`src/rtl/mc_pkg.sv`:
```
`default_nettype none
// +--------------------------------------------------------------------+
// | mc_pkg : shared encodings for the multi-cycle MIPS control unit    |
// | Rev 1.0                                                            |
// +--------------------------------------------------------------------+
package mc_pkg;

    typedef enum logic [3:0] {
        S_INIT    = 4'd0,
        S_IF      = 4'd1,
        S_IW      = 4'd2,
        S_ID      = 4'd3,
        S_EX_R    = 4'd4,
        S_RWB     = 4'd5,
        S_EX_I    = 4'd6,
        S_IWB     = 4'd7,
        S_MADDR   = 4'd8,
        S_LD_REQ  = 4'd9,
        S_LD_WAIT = 4'd10,
        S_LWB     = 4'd11,
        S_ST_REQ  = 4'd12,
        S_BR      = 4'd13,
        S_JMP     = 4'd14
    } state_t;

    localparam logic [2:0] c_ALU_AND = 3'b000;
    localparam logic [2:0] c_ALU_OR  = 3'b001;
    localparam logic [2:0] c_ALU_ADD = 3'b010;
    localparam logic [2:0] c_ALU_SUB = 3'b110;
    localparam logic [2:0] c_ALU_SLT = 3'b111;

    localparam logic [5:0] c_OP_RTYPE = 6'b000000;
    localparam logic [5:0] c_OP_ADDIU = 6'b001001;
    localparam logic [5:0] c_OP_LW    = 6'b100011;
    localparam logic [5:0] c_OP_SW    = 6'b101011;
    localparam logic [5:0] c_OP_BEQ   = 6'b000100;
    localparam logic [5:0] c_OP_BNE   = 6'b000101;
    localparam logic [5:0] c_OP_J     = 6'b000010;

    localparam logic [5:0] c_FN_ADDU = 6'b100001;
    localparam logic [5:0] c_FN_SUBU = 6'b100011;
    localparam logic [5:0] c_FN_AND  = 6'b100100;
    localparam logic [5:0] c_FN_OR   = 6'b100101;
    localparam logic [5:0] c_FN_SLT  = 6'b101010;

    localparam logic [1:0] c_SRCB_RT      = 2'b00;
    localparam logic [1:0] c_SRCB_FOUR    = 2'b01;
    localparam logic [1:0] c_SRCB_IMM     = 2'b10;
    localparam logic [1:0] c_SRCB_IMM_SH2 = 2'b11;

    localparam logic [1:0] c_PCSRC_ALU    = 2'b00;
    localparam logic [1:0] c_PCSRC_ALUOUT = 2'b01;
    localparam logic [1:0] c_PCSRC_JUMP   = 2'b10;

endpackage
`default_nettype wire

```
`src/rtl/mc_alu_dec.sv`:
```
`default_nettype none
// +--------------------------------------------------------------------+
// | mc_alu_dec : R-type funct to ALU control code, with supported flag |
// | Rev 1.0                                                            |
// +--------------------------------------------------------------------+
module mc_alu_dec
    import mc_pkg::*;
(
    input  logic [5:0] i_funct,
    output logic [2:0] o_alu_op,
    output logic       o_supported
);

    always_comb begin
        o_alu_op    = c_ALU_AND;
        o_supported = 1'b1;
        case (i_funct)
            c_FN_ADDU: o_alu_op = c_ALU_ADD;
            c_FN_SUBU: o_alu_op = c_ALU_SUB;
            c_FN_AND:  o_alu_op = c_ALU_AND;
            c_FN_OR:   o_alu_op = c_ALU_OR;
            c_FN_SLT:  o_alu_op = c_ALU_SLT;
            default:   o_supported = 1'b0;
        endcase
    end

endmodule
`default_nettype wire

```
`src/rtl/mc_ctrl.sv`:
```
`default_nettype none
// +--------------------------------------------------------------------+
// | mc_ctrl : multi-cycle MIPS control FSM with memory handshake       |
// | Rev 1.0                                                            |
// +--------------------------------------------------------------------+
module mc_ctrl
    import mc_pkg::*;
(
    input  logic       clk,
    input  logic       rst,
    input  logic [5:0] opcode,
    input  logic [5:0] funct,
    input  logic       Zero,
    input  logic       Mem_Req_Ready,
    input  logic       Read_data_Valid,
    output logic       MemRead,
    output logic       MemWrite,
    output logic       IorD,
    output logic       IRWrite,
    output logic       PCWrite,
    output logic [1:0] PCSource,
    output logic [2:0] ALUop,
    output logic       ALUSrcA,
    output logic [1:0] ALUSrcB,
    output logic       RegWrite,
    output logic       RegDst,
    output logic       MemtoReg,
    output logic       Inst_Retired
);

    state_t     r_state;
    logic [2:0] w_fn_alu_op;
    logic       w_fn_ok;

    mc_alu_dec u_alu_dec (
        .i_funct     (funct),
        .o_alu_op    (w_fn_alu_op),
        .o_supported (w_fn_ok)
    );

    always_ff @(posedge clk or posedge rst) begin
        if (rst) begin
            r_state <= S_INIT;
        end else begin
            case (r_state)
                S_INIT:    r_state <= S_IF;
                S_IF:      if (Mem_Req_Ready) r_state <= S_IW;
                S_IW:      if (Read_data_Valid) r_state <= S_ID;
                S_ID: begin
                    case (opcode)
                        c_OP_RTYPE:       r_state <= S_EX_R;
                        c_OP_ADDIU:       r_state <= S_EX_I;
                        c_OP_LW, c_OP_SW: r_state <= S_MADDR;
                        c_OP_BEQ, c_OP_BNE: r_state <= S_BR;
                        c_OP_J:           r_state <= S_JMP;
                        default:          r_state <= S_IF;
                    endcase
                end
                S_EX_R:    r_state <= w_fn_ok ? S_RWB : S_IF;
                S_EX_I:    r_state <= S_IWB;
                S_MADDR:   r_state <= (opcode == c_OP_LW) ? S_LD_REQ : S_ST_REQ;
                S_LD_REQ:  if (Mem_Req_Ready) r_state <= S_LD_WAIT;
                S_LD_WAIT: if (Read_data_Valid) r_state <= S_LWB;
                S_ST_REQ:  if (Mem_Req_Ready) r_state <= S_IF;
                S_RWB, S_IWB, S_LWB, S_BR, S_JMP: r_state <= S_IF;
                default:   r_state <= S_INIT;
            endcase
        end
    end

    // Outputs are a pure decode of state plus live inputs, so async reset zeroes them at once.
    always_comb begin
        MemRead      = 1'b0;
        MemWrite     = 1'b0;
        IorD         = 1'b0;
        IRWrite      = 1'b0;
        PCWrite      = 1'b0;
        PCSource     = c_PCSRC_ALU;
        ALUop        = c_ALU_AND;
        ALUSrcA      = 1'b0;
        ALUSrcB      = c_SRCB_RT;
        RegWrite     = 1'b0;
        RegDst       = 1'b0;
        MemtoReg     = 1'b0;
        Inst_Retired = 1'b0;
        case (r_state)
            S_IF: MemRead = 1'b1;
            S_IW: begin
                ALUSrcB  = c_SRCB_FOUR;
                ALUop    = c_ALU_ADD;
                PCSource = c_PCSRC_ALU;
                IRWrite  = Read_data_Valid;
                PCWrite  = Read_data_Valid;
            end
            S_ID: begin
                ALUSrcB = c_SRCB_IMM_SH2;
                ALUop   = c_ALU_ADD;
            end
            S_EX_R: begin
                ALUSrcA = 1'b1;
                ALUSrcB = c_SRCB_RT;
                ALUop   = w_fn_alu_op;
            end
            S_EX_I, S_MADDR: begin
                ALUSrcA = 1'b1;
                ALUSrcB = c_SRCB_IMM;
                ALUop   = c_ALU_ADD;
            end
            S_RWB: begin
                RegWrite     = 1'b1;
                RegDst       = 1'b1;
                Inst_Retired = 1'b1;
            end
            S_IWB: begin
                RegWrite     = 1'b1;
                Inst_Retired = 1'b1;
            end
            S_LD_REQ: begin
                MemRead = 1'b1;
                IorD    = 1'b1;
            end
            S_LWB: begin
                RegWrite     = 1'b1;
                MemtoReg     = 1'b1;
                Inst_Retired = 1'b1;
            end
            S_ST_REQ: begin
                MemWrite     = 1'b1;
                IorD         = 1'b1;
                Inst_Retired = Mem_Req_Ready;
            end
            S_BR: begin
                ALUSrcA      = 1'b1;
                ALUSrcB      = c_SRCB_RT;
                ALUop        = c_ALU_SUB;
                PCSource     = c_PCSRC_ALUOUT;
                PCWrite      = Zero ^ (opcode == c_OP_BNE);
                Inst_Retired = 1'b1;
            end
            S_JMP: begin
                PCSource     = c_PCSRC_JUMP;
                PCWrite      = 1'b1;
                Inst_Retired = 1'b1;
            end
            default: ;
        endcase
    end

endmodule
`default_nettype wire
```
`config.mk`:
```
export PLATFORM = sky130hd
export DESIGN_NAME = mc_ctrl
export DESIGN_NICKNAME = d
export VERILOG_FILES = /design/src/rtl/mc_pkg.sv /design/src/rtl/mc_alu_dec.sv /design/src/rtl/mc_ctrl.sv
export SDC_FILE = /design/constraint.sdc
export NUM_CORES = 1
export LEC_CHECK = 0
export ABC_AREA = 0
export CORE_UTILIZATION = 43
export DETAILED_ROUTE_END_ITERATION = 16
export GPL_ROUTABILITY_DRIVEN = 0
export PLACE_DENSITY = 0.84
export SLEW_MARGIN = 20
export SYNTH_ARGS = -nofsm -noshare
export SYNTH_HDL_FRONTEND = slang
export SYNTH_SLANG_ARGS = --single-unit
export TNS_END_PERCENT = 30
```
`constraint.sdc`:
```
create_clock -name clk -period 3.8 [get_ports clk]
set_input_delay 0.38 -clock clk [delete_from_list [all_inputs] [get_ports clk]]
set_output_delay 0.38 -clock clk [all_outputs]
set_load 0.1 [all_outputs]
```
# Yosys cells after proc, flatten, opt, wreduce, memory -nomap -nowiden
# Cells that the tools add are included.
# word_totals
regBits	4
output_inout_bits	17
# classes
n_eq_ne	30
muxes	24
n_bitwise	1
n_reduce_logical	14
# ops
operator	n
6-bit == test (second input constant)	7
4-bit one-hot mux with 10 select lines	1
4-bit == test (second input constant)	7
4-bit 2-to-1 mux	5
4-bit one-hot mux with 5 select lines	1
4-bit by 3-bit == test with 1-bit output (second input constant)	4
6-bit by 3-bit == test with 1-bit output (second input constant)	2
3-bit one-hot mux with 4 select lines	1
2-bit != test (second input constant)	5
2-bit OR reduction	5
5-bit OR reduction	2
1-bit 2-to-1 mux	9
3-bit one-hot mux with 3 select lines	1
4-bit by 2-bit == test with 1-bit output (second input constant)	2
4-bit OR reduction	2
6-bit by 2-bit == test with 1-bit output (second input constant)	1
6-bit by 4-bit == test with 1-bit output (second input constant)	1
6-bit logical NOT	1
3-bit 2-to-1 mux	2
2-bit one-hot mux with 3 select lines	1
6-bit OR reduction	1
5-bit AND reduction	1
4-bit by 1-bit == test with 1-bit output (second input constant)	1
4-bit logical NOT	1
other kinds (5)	5

# Logic depth before layout (Yosys ltp)
# logic_depth
ltp_word	5
ltp_mapped	7
depth_no_buf	6

# By module
# From an unflattened synthesis, not the netlist that was laid out.
# hier_totals
hier_cells	111
hier_area_um2	824.5
# modules_own_cells
module	instances	cells_each	area_each_um2
mc_ctrl	1	99	730.7
mc_alu_dec	1	12	93.8

# Least setup slack after synthesis
# OpenSTA, ideal clock, no wires.
# synth_path
kind	flip-flop to output port
start	reg r_state[1]
end	out PCWrite
arrival_ns	2.827
required_time_ns	3.420
slack_ns	0.593
path_stages_with_launch	6
n_path_buf	2
cell_sequence	dfrtp_1 > buf_2 > buf_2 > nand2_1 > nor2_1 > a211o_1
# synth_via
elab_chain_cells	2
# synth_rtl
element	line	text
start, declared	mc_ctrl.sv:31	state_t r_state;
start signal, assigned	mc_ctrl.sv:59	S_EX_R: r_state <= w_fn_ok ? S_RWB : S_IF;
start signal, assigned	mc_ctrl.sv:61	S_MADDR: r_state <= (opcode == c_OP_LW) ? S_LD_REQ : S_ST_REQ;
4-bit == test or 4-bit by 2-bit == test with 1-bit output (tied branches)	mc_ctrl.sv:86	case (r_state)
1-bit one-hot mux with 3 select lines (*)	mc_ctrl.sv:86	
end, declared	mc_ctrl.sv:20	output logic PCWrite,
# Mark *: on every way between the ends. The rest lies on a longest branch, timed or not.

# Final worst setup path
# layout_path
start	reg r_state[2]
end	out ALUSrcA
# layout_via
elab_chain_cells	3
# layout_rtl
element	line	text
4-bit == test or 4-bit by 3-bit == test with 1-bit output (tied branches)	mc_ctrl.sv:86	
4-bit OR reduction (no source line) (*)	n/a	
1-bit 2-to-1 mux (*)	mc_ctrl.sv:86	
end, declared	mc_ctrl.sv:23	output logic ALUSrcA,
# Marks and branches as above.

==> impl_metrics.tcl <==
set metrics [dict create \
    startpoint "r_state[2]$_DFFE_PP0P_" \
    finalSetupTns_ns 0 \
    grtUsageTotal_pct 23.08 \
    syn_area_um2 720.7 \
    internal_power_uw 258.7 \
    synth_compound_area_share_pct 27.78 \
    hold_viol_final 0 \
    stdcell_count 151 \
    final_cell_area_um2 1033 \
    final_nets 154 \
    tightest_slew_ns 0.9757 \
    required_ns 3.42 \
    reg.largest.list "r_state: 4 flops" \
    io_buffers 33 \
    sequentialPowerShare_pct 16.2 \
    syn_inst 107 \
    fp.dieH_um 42.94 \
    setup_violations 0 \
    clk_path_buf_depth 2 \
    r2r_slack_ns 2.13 \
    regMostFlops "r_state" \
    power_frac_clock_pct 6.9 \
    core-area_um2 1541 \
    dp_slack_ns 1.146 \
    fp.dieW_um 42.94 \
    clock_sinks 4 \
    startpoint_type "register" \
    power.density_nw_per_um2 762.2 \
    status "finished, final reports clean" \
    vias 907 \
    netlist_top_cells_count "12 x nor2_1, 11 x nand2_1, 8 x buf_2, 8 x nand2b_1, 8 x o21ai_1" \
    grt_max_degree 20 \
    initial_core_util_pct 46.75 \
    die-area_um2 1844 \
    antenna_cells 0 \
    cp_max_fo 18 \
    crit_arrival_ns 2.54 \
    hold_class "in -> async" \
    postRouteAntennaNets 0 \
    wl_per_cell_um 13.56 \
    grt_pass1_wl_um 3312 \
    synth_top_family_by_area "simple AND/OR/NAND/NOR gates" \
    htreeDepth 1 \
    synthSimpleGateAreaFrac_pct 45.83 \
    clockRootBuffer "clkbuf_4" \
    cts-resized-gates 0 \
    p_comb_share_pct 76.9 \
    ys_warn_count 0 \
    grt_antenna_before_repair 0 \
    drt_pass1_iterations 4 \
    grt_pass1_vias 769 \
    grt_overflow 0 \
    area_growth_pct 43.40 \
    rows 14 \
    clock_latency_ns 0.24 \
    p_sw_uw 529.0 \
    synth_top_area_share_pct 13.89 \
    max_cap_violations 0 \
    r2r_end "r_state[2]$_DFFE_PP0P_" \
    ys_seq_area_share_pct 13.89 \
    path_clk_slew_ns 0.04 \
    postSynthAreaPerCell_um2 6.735 \
    cts_hold_buf 0 \
    synth_xor_area_share_pct 2.431 \
    hold_slack_ns 0.3191 \
    maxSlewHeadroom_pct 34.75 \
    synthTopCellsByArea "dfrtp_1 14%, nand2b_1 6.9%, nor2_1 6.3%" \
    ir_drop_mv 0.7485 \
    cts_tree "built" \
    total_leakage_power_uw 0.0003890 \
    period_share_pct 76.77 \
    worst_slack_ns 0.8828 \
    drc 0 \
    rsz0062_at_grt "no" \
    drt-initial-drc-count 28 \
    synth.area.mux_share_pct 2.951 \
    placed_area_um2 1011 \
    dp_hpwl_um 1609 \
    reg2reg_depth 3 \
    viasPerCell 6.007 \
    syn-num-nets 124 \
    path_class "reg -> out" \
    place_inst 148 \
    synthFlopType "dfrtp_1" \
    finalClockSkew_ns 0.007031 \
    synthAdderAreaFrac_pct 0 \
    drive_gt1_share_pct 10.37 \
    cts_setup_buffers 0 \
    endpoint_kind "primary output" \
    yosysUniqueCellTypes 43 \
    ioPinCount 34 \
    yosys.cell_count.top_type "nor2_1" \
    routed_wirelength_um 2047 \
    cts_made_buffers 3 \
    reg2reg_from "r_state[2]$_DFFE_PP0P_" \
    clock.fmax_mhz 342.8 \
    largest_register_ffs 4 \
    synthArstFlopShare_pct 100.0 \
    ys_seq_elements 4 \
    period_minus_slack_ns 2.917 \
    slew_viol_final 0 \
    synth_edf_count 0 \
    power_switching_share_pct 67.16 \
    yosysTopAreaCell "dfrtp_1" \
]
==> cell type report <==
class / count / area, um^2
multi-input combinational: 92 / 569.3
inverter: 3 / 11.26
sequential: 4 / 100.1
clock buffer: 3 / 22.52
fill: 152 / 508.0
tap: 16 / 20.02
timing repair buffer: 33 / 310.3
==> kinds of logic (layout without fill, tap and decap cells) <==
group,Yosys count,after routing
simple gates,59,59
compound gates,29,29
xor+xnor,2,2
flops,4,4
mux,2,2
buf+inv,11,39
==> worst max-delay path, cell delays in order (launching register included) <==
cell and delay [ns]:
dfrtp_1 0.56, xnor2_1 0.37, nand2_1 0.11, o21ai_1 0.09, clkdlybuf4s50_1 1.15
==> power groups by stage <==
stage | logic, uW | registers [uW] | clock network, uW
after global routing | 636 | 132 | 60.3
after CTS | 607 | 123 | 55.9
final | 606 | 128 | 54.2
after detailed placement | 606 | 125 | 0
after global placement | 598 | 123 | 0
after floorplan | 539 | 69.0 | 0
==> how the worst max path moves through the flow <==
stage	end	depth (start not counted)
after floorplan	PCWrite	5
after global placement	ALUSrcA	4
after detailed placement	ALUSrcA	4
after CTS	ALUSrcA	4
after global routing	ALUSrcA	4
final	ALUSrcA	4
==> through the flow <==
step | utilization [%] | power, uW
6_report | 67.05 | 787.7
5_1_grt | 67.05 | 828.5
4_1_cts | 67.05 | 786.3
3_5_place_dp | 65.58 | 730.9
3_3_place_gp | 65.58 | 721.2
2_1_floorplan | - | 608.4
==> placed cells by master (no fill, tap or decap), drive strengths merged, types with 4 or more instances in the layout <==
cell type / Yosys / final
dfrtp: 4 / 4
nor3b: 4 / 4
buf: 8 / 8
nor2: 12 / 12
o21ai: 8 / 8
clkdlybuf4s50: 0 / 25
nor3: 4 / 4
nand2: 11 / 11
nand2b: 8 / 8
a21oi: 4 / 4
nor2b: 4 / 4
==> routing by layer <==
layer  global-route usage, %  vias up  routed length [um]
met5                       0        -                   0
met4                   4.848        0                  12
met3                   5.532        3                 110
met2                   40.00       34                1003
met1                   28.87      418                 919
li1                        -      452                   -
(Power assumes the default switching activity.)
